--- config.mk ---
export PLATFORM = sky130hd
export DESIGN_NAME = sc_screen_mode_sequencer
export DESIGN_NICKNAME = d
export VERILOG_FILES = /design/src/rtl/sc_scrseq_pkg.sv /design/src/rtl/sc_frame_counter.sv /design/src/rtl/sc_screen_mode_sequencer.sv
export SDC_FILE = /design/constraint.sdc
export NUM_CORES = 1
export LEC_CHECK = 0
export CAP_MARGIN = 20
export CORE_ASPECT_RATIO = 0.8
export CORE_UTILIZATION = 58
export DETAILED_ROUTE_END_ITERATION = 8
export GPL_TIMING_DRIVEN = 1
export PLACE_DENSITY = 0.91
export SYNTH_ARGS = -nofsm -noshare
export SYNTH_HDL_FRONTEND = slang
export SYNTH_SLANG_ARGS = --single-unit
--- constraint.sdc ---
create_clock -name SC_SCRSEQ_CLOCK_50 -period 4.74 [get_ports SC_SCRSEQ_CLOCK_50]
set_input_delay 0.948 -clock SC_SCRSEQ_CLOCK_50 [delete_from_list [all_inputs] [get_ports SC_SCRSEQ_CLOCK_50]]
set_output_delay 0.948 -clock SC_SCRSEQ_CLOCK_50 [all_outputs]
set_load 0.02 [all_outputs]
--- src/rtl/sc_scrseq_pkg.sv ---
// Shared encodings for the screen-mode sequencer.
// State codes and mux select codes.
package sc_scrseq_pkg;

  localparam int STATE_W = 3;

  typedef enum logic [STATE_W-1:0] {
    ST_CLEAR = 3'd0,
    ST_IDLE  = 3'd1,
    ST_PLAY  = 3'd2,
    ST_BLINK = 3'd3,
    ST_OVER  = 3'd4
  } scState_t;

  localparam logic [1:0] SEL_ZEROS  = 2'd0;
  localparam logic [1:0] SEL_ONES   = 2'd1;
  localparam logic [1:0] SEL_RANDOM = 2'd2;

endpackage

--- src/rtl/sc_frame_counter.sv ---
// Frame tick counter with sync clear and terminal flag.
// tc fires on the tick that reaches terminal; count then wraps.
module sc_frame_counter #(
  parameter int CNT_WIDTH = 8
) (
  input  logic                 clk,
  input  logic                 rst_n,
  input  logic                 clr,
  input  logic                 en,
  input  logic [CNT_WIDTH-1:0] terminal,
  output logic                 tc
);

  logic [CNT_WIDTH-1:0] count;

  assign tc = en && (count == terminal - 1'b1);

  always_ff @(posedge clk or negedge rst_n) begin
    if (!rst_n) begin
      count <= '0;
    end else if (clr) begin
      count <= '0;
    end else if (en) begin
      count <= tc ? '0 : count + 1'b1;
    end
  end

endmodule

--- src/rtl/sc_screen_mode_sequencer.sv ---
// Screen-mode sequencer: owns the 4:1 screen mux select.
// Clear -> idle -> play -> crash blink -> game over.
module sc_screen_mode_sequencer
  import sc_scrseq_pkg::*;
#(
  parameter int SELECT_WIDTH = 8,
  parameter int CNT_WIDTH    = 8,
  parameter int CLEAR_FRAMES = 4,
  parameter int BLINK_FRAMES = 8,
  parameter int BLINK_PERIOD = 2
) (
  input  logic                    SC_SCRSEQ_CLOCK_50,
  input  logic                    SC_SCRSEQ_RESET_InLow,
  input  logic                    SC_SCRSEQ_frameTick_In,
  input  logic                    SC_SCRSEQ_start_In,
  input  logic                    SC_SCRSEQ_crash_In,
  output logic [SELECT_WIDTH-1:0] SC_SCRSEQ_select_OutBus,
  output logic                    SC_SCRSEQ_update_Out,
  output logic                    SC_SCRSEQ_playing_Out,
  output logic [STATE_W-1:0]      SC_SCRSEQ_state_OutBus
);

  scState_t state, stateNext;
  logic [SELECT_WIDTH-1:0] selNext;
  logic [CNT_WIDTH-1:0] totalTerm;
  logic stateChg, totalTc, phaseTc;
  logic countTotal, countPhase;

  assign stateChg   = stateNext != state;
  assign countTotal = SC_SCRSEQ_frameTick_In &&
                      (state == ST_CLEAR || state == ST_BLINK);
  assign countPhase = SC_SCRSEQ_frameTick_In && (state == ST_BLINK);
  assign totalTerm  = (state == ST_CLEAR) ? CNT_WIDTH'(CLEAR_FRAMES)
                                          : CNT_WIDTH'(BLINK_FRAMES);

  sc_frame_counter #(.CNT_WIDTH(CNT_WIDTH)) uTotal (
    .clk      (SC_SCRSEQ_CLOCK_50),
    .rst_n    (SC_SCRSEQ_RESET_InLow),
    .clr      (stateChg),
    .en       (countTotal),
    .terminal (totalTerm),
    .tc       (totalTc)
  );

  sc_frame_counter #(.CNT_WIDTH(CNT_WIDTH)) uPhase (
    .clk      (SC_SCRSEQ_CLOCK_50),
    .rst_n    (SC_SCRSEQ_RESET_InLow),
    .clr      (stateChg),
    .en       (countPhase),
    .terminal (CNT_WIDTH'(BLINK_PERIOD)),
    .tc       (phaseTc)
  );

  always_comb begin
    stateNext = state;
    unique case (state)
      ST_CLEAR: if (totalTc) stateNext = ST_IDLE;
      ST_IDLE:  if (SC_SCRSEQ_start_In) stateNext = ST_PLAY;
      ST_PLAY:  if (SC_SCRSEQ_crash_In) stateNext = ST_BLINK;
      ST_BLINK: if (totalTc) stateNext = ST_OVER;
      ST_OVER:  if (SC_SCRSEQ_start_In) stateNext = ST_CLEAR;
      default:  stateNext = ST_CLEAR;
    endcase
  end

  // Blink select is bit 0 of the held select, flipped per half-cycle.
  always_comb begin
    selNext = SELECT_WIDTH'(SEL_ZEROS);
    unique case (1'b1)
      stateNext == ST_IDLE,
      stateNext == ST_OVER:
        selNext = SELECT_WIDTH'(SEL_ONES);
      stateNext == ST_PLAY:
        selNext = SELECT_WIDTH'(SEL_RANDOM);
      stateNext == ST_BLINK && state == ST_BLINK:
        selNext = SC_SCRSEQ_select_OutBus ^ SELECT_WIDTH'(phaseTc);
      default:
        selNext = SELECT_WIDTH'(SEL_ZEROS);
    endcase
  end

  always_ff @(posedge SC_SCRSEQ_CLOCK_50 or negedge SC_SCRSEQ_RESET_InLow) begin
    if (!SC_SCRSEQ_RESET_InLow) begin
      state                   <= ST_CLEAR;
      SC_SCRSEQ_select_OutBus <= '0;
      SC_SCRSEQ_update_Out    <= 1'b0;
      SC_SCRSEQ_playing_Out   <= 1'b0;
    end else begin
      state                   <= stateNext;
      SC_SCRSEQ_select_OutBus <= selNext;
      SC_SCRSEQ_update_Out    <= selNext != SC_SCRSEQ_select_OutBus;
      SC_SCRSEQ_playing_Out   <= stateNext == ST_PLAY;
    end
  end

  assign SC_SCRSEQ_state_OutBus = state;

endmodule

==> flow_summary_export.csv <==
group,metric,value,unit
outcome,status,"finished, final reports clean",
critical_path,worst-path-stages,1,
cells_and_area,antenna_cells,0,
sta,finClkSkew,0.00384,ns
drt,drc,0,
sta,slew_viol_final,0,
clocking,cts.clk_slew.worst_paths,0.08,ns
logic_synthesis,syn-num-nets,150,
clocking,cts_buffer_depth,2,
placed_design,dpl-instance-area,1690,um^2
grt,grt_first_pass_wirelength,4680,um
sta,maxSlewHeadroom,54.8,%
power_and_ir_drop,p_leak,0.797,nW
logic_synthesis,syn_area_per_cell,10.5,um^2
min_path,hp-class,"reg2reg",
logic_synthesis,ys.flop_type,"dfrtp_1",
sta,timing.final.crit_period,2.60,ns
drt,num_vias,1130,
cells_and_area,multi_input_area,733,um^2
clocking,cts_resized,0,
clocking,post_cts_buffers,0,
clocking,cts_tree,"yes",
critical_path,critPathCaptureType,"primary output",
power_and_ir_drop,power_density,464,nW/um^2
critical_path,rrSetupSlack,2.70,ns
drt,routed_via_density,5.71,
critical_path,critPathBufInv,1,
drt,wl,3070,um
critical_path,r2r_cells,6,
critical_path,r2r-start,"uTotal.count[0]",
placed_design,pre_cts_slack,2.07,ns
sta,finalHoldViolCount,0,
clocking,clk_latency,0.34,ns
critical_path,path_cells,"clkdlybuf4s50_1",
critical_path,arrival,1.65,ns
grt,antenna_found_initial,0,
floorplanning,rows,16,
power_and_ir_drop,vdd_drop_max,0.291,mV
logic_synthesis,synth_area_leaders,"dfrtp_1, xor2_1, nor2_1",
floorplanning,initial_utilization,61.0,%
critical_path,critical-path-slowest-cell,"clkdlybuf4s50_1",
logic_synthesis,async_flop_share,100,%
critical_path,timing_worst_setup_path_type,"reg2out",
cells_and_area,fillers,196,
floorplanning,die_h,47.3,um
cells_and_area,area_growth,17.0,%
logic_synthesis,syn_inst,142,
floorplanning,die_x,58.7,um
critical_path,cp.required,3.79,ns
drt,first_pass_iters,5,
critical_path,worst_path_dominant_cell_family,"buffers and inverters",
clocking,htreeDepth,2,
clocking,cts_root_buf,"clkbuf_4",
sta,max_freq,384,MHz
min_path,whs_endpoint,"uTotal.count[7]",
floorplanning,ioPinCount,18,
cells_and_area,utilization,71.4,%
logic_synthesis,syn-cell-area,1490,um^2
critical_path,reg2reg_to,"uPhase.count[3]",
logic_synthesis,synth_edf_count,0,
cells_and_area,final-seq-area,726,um^2
logic_synthesis,yosysMostFrequentCell,"dfrtp_1",
cells_and_area,drive_gt1_share,9.26,%
clocking,hold_buffers,0,
clocking,cts.sinks,29,
grt,grt_use_total,24.7,%
sta,worstMarginPinSlew,0.674,ns
logic_synthesis,synth.distinct_cells,40,
min_path,hold_path_depth,1,
logic_synthesis,ys_ff_latch,29,
logic_synthesis,synthTopCellsByCount,"dfrtp_1, nor2_1, xor2_1, and2_1",
sta,rsz0062_at_grt,"no",
logic_synthesis,synth_top_area_cell,"dfrtp_1",
sta,timing.final.crit_share,54.9,%
critical_path,worst_path_largest_cell_delay,0.69,ns
power_and_ir_drop,power.total,810,uW
clocking,cts_buffers,5,
logic_synthesis,synth-seq-area-share,48.7,%
drt,postRouteAntennaNets,0,
floorplanning,coreArea,2440,um^2
critical_path,cp_max_fo,14,
cells_and_area,nNetsFinal,170,
job,maxCapViolCount,0,
floorplanning,die_area,2780,um^2
sta,finalSetupTns,0,ns
cells_and_area,fin_area,1740,um^2
logic_synthesis,yosysWarningCount,0,
min_path,hold_start,"uTotal.count[7]",
grt,grt_overflow,0,
placed_design,gp_congestion,0.849,
critical_path,cp-start-kind,"flip-flop",
logic_synthesis,synth_top_area_share,48.7,%
drt,wl_per_cell,15.5,um
grt,first_global_vias,998,
sta,setup_viol,0,
placed_design,dp_hpwl,2130,um
sta,setup_ws,2.14,ns
grt,grt_max_degree,30,
drt,drt_iter0_drc,88,
placed_design,numPortBuffers,17,
-- routing by layer --
layer,track usage [%],up-vias,routed length [um]
met5,0,-,0
met4,10.0,0,47
met3,10.2,7,211
met2,40.7,43,1460
met1,29.6,535,1350
li1,-,545,-
-- report_power, final --
part | internal [mW] | switching [mW] | leakage [nW]
registers | 0.287 | 0.0629 | 0.394
logic | 0.139 | 0.169 | 0.372
clock network | 0.0698 | 0.0829 | 0.0314
-- through the flow --
stage | instances | hold WS (ns)
2_1_floorplan | 142 | 0.445
3_3_place_gp | 191 | 0.469
3_5_place_dp | 191 | 0.481
4_1_cts | 198 | 0.494
5_1_grt | 198 | 0.525
6_report | 198 | 0.496
-- registers in the layout (all words and copies together) (netlist names) --
register,flops
uPhase.count,8
SC_SCRSEQ_state_OutBus,3
SC_SCRSEQ_update_Out,1
uTotal.count,8
SC_SCRSEQ_select_OutBus,8
SC_SCRSEQ_playing_Out,1
-- kinds of logic (layout without fill, tap and decap cells) --
group,Yosys count,in the layout,synth area share (%)
simple gates,66,66,26.2
compound gates,19,19,9.74
buf+inv,7,27,2.10
xor+xnor,16,16,9.40
fa+ha+maj,3,3,2.52
flops,29,29,48.7
mux,2,2,1.34
-- how the worst max path moves through the flow --
| stage | start | end | slack (ns) |
|---|---|---|---|
| 6_report | SC_SCRSEQ_state_OutBus[0] | SC_SCRSEQ_state_OutBus[0] | 2.14 |
| 5_1_grt | SC_SCRSEQ_state_OutBus[2] | SC_SCRSEQ_state_OutBus[2] | 2.10 |
| 4_1_cts | SC_SCRSEQ_state_OutBus[0] | SC_SCRSEQ_state_OutBus[0] | 2.16 |
| 3_5_place_dp | SC_SCRSEQ_start_In | uPhase.count[3] | 2.07 |
| 3_3_place_gp | SC_SCRSEQ_start_In | uPhase.count[5] | 2.21 |
| 2_1_floorplan | SC_SCRSEQ_start_In | SC_SCRSEQ_update_Out | 2.79 |
-- cell type report --
| cell class | count | share of cell area (%) |
|---|---|---|
| timing repair buffer | 18 | 10.2 |
| clock buffer | 7 | 3.16 |
| inverter | 2 | 0.430 |
| sequential | 29 | 41.6 |
| tap | 36 | 2.58 |
| multi-input combinational | 106 | 42.0 |
-- cells in the final DEF (no fill, tap or decap), drive strengths merged, types with 2 or more instances in the layout --
master         count
a2bb2oi            2
xnor2              3
nor3               4
nand3              6
nand2              7
clkdlybuf4s50     17
a21oi              3
o211ai             2
and3               6
nor4               2
dfrtp             29
clkbuf             7
o21ai              3
xor2              13
ha                 3
nor2              20
and2               7
nand4              6
mux2i              2
nor2b              2
inv                2
Note: power is estimated with default switching activity, not from simulation.
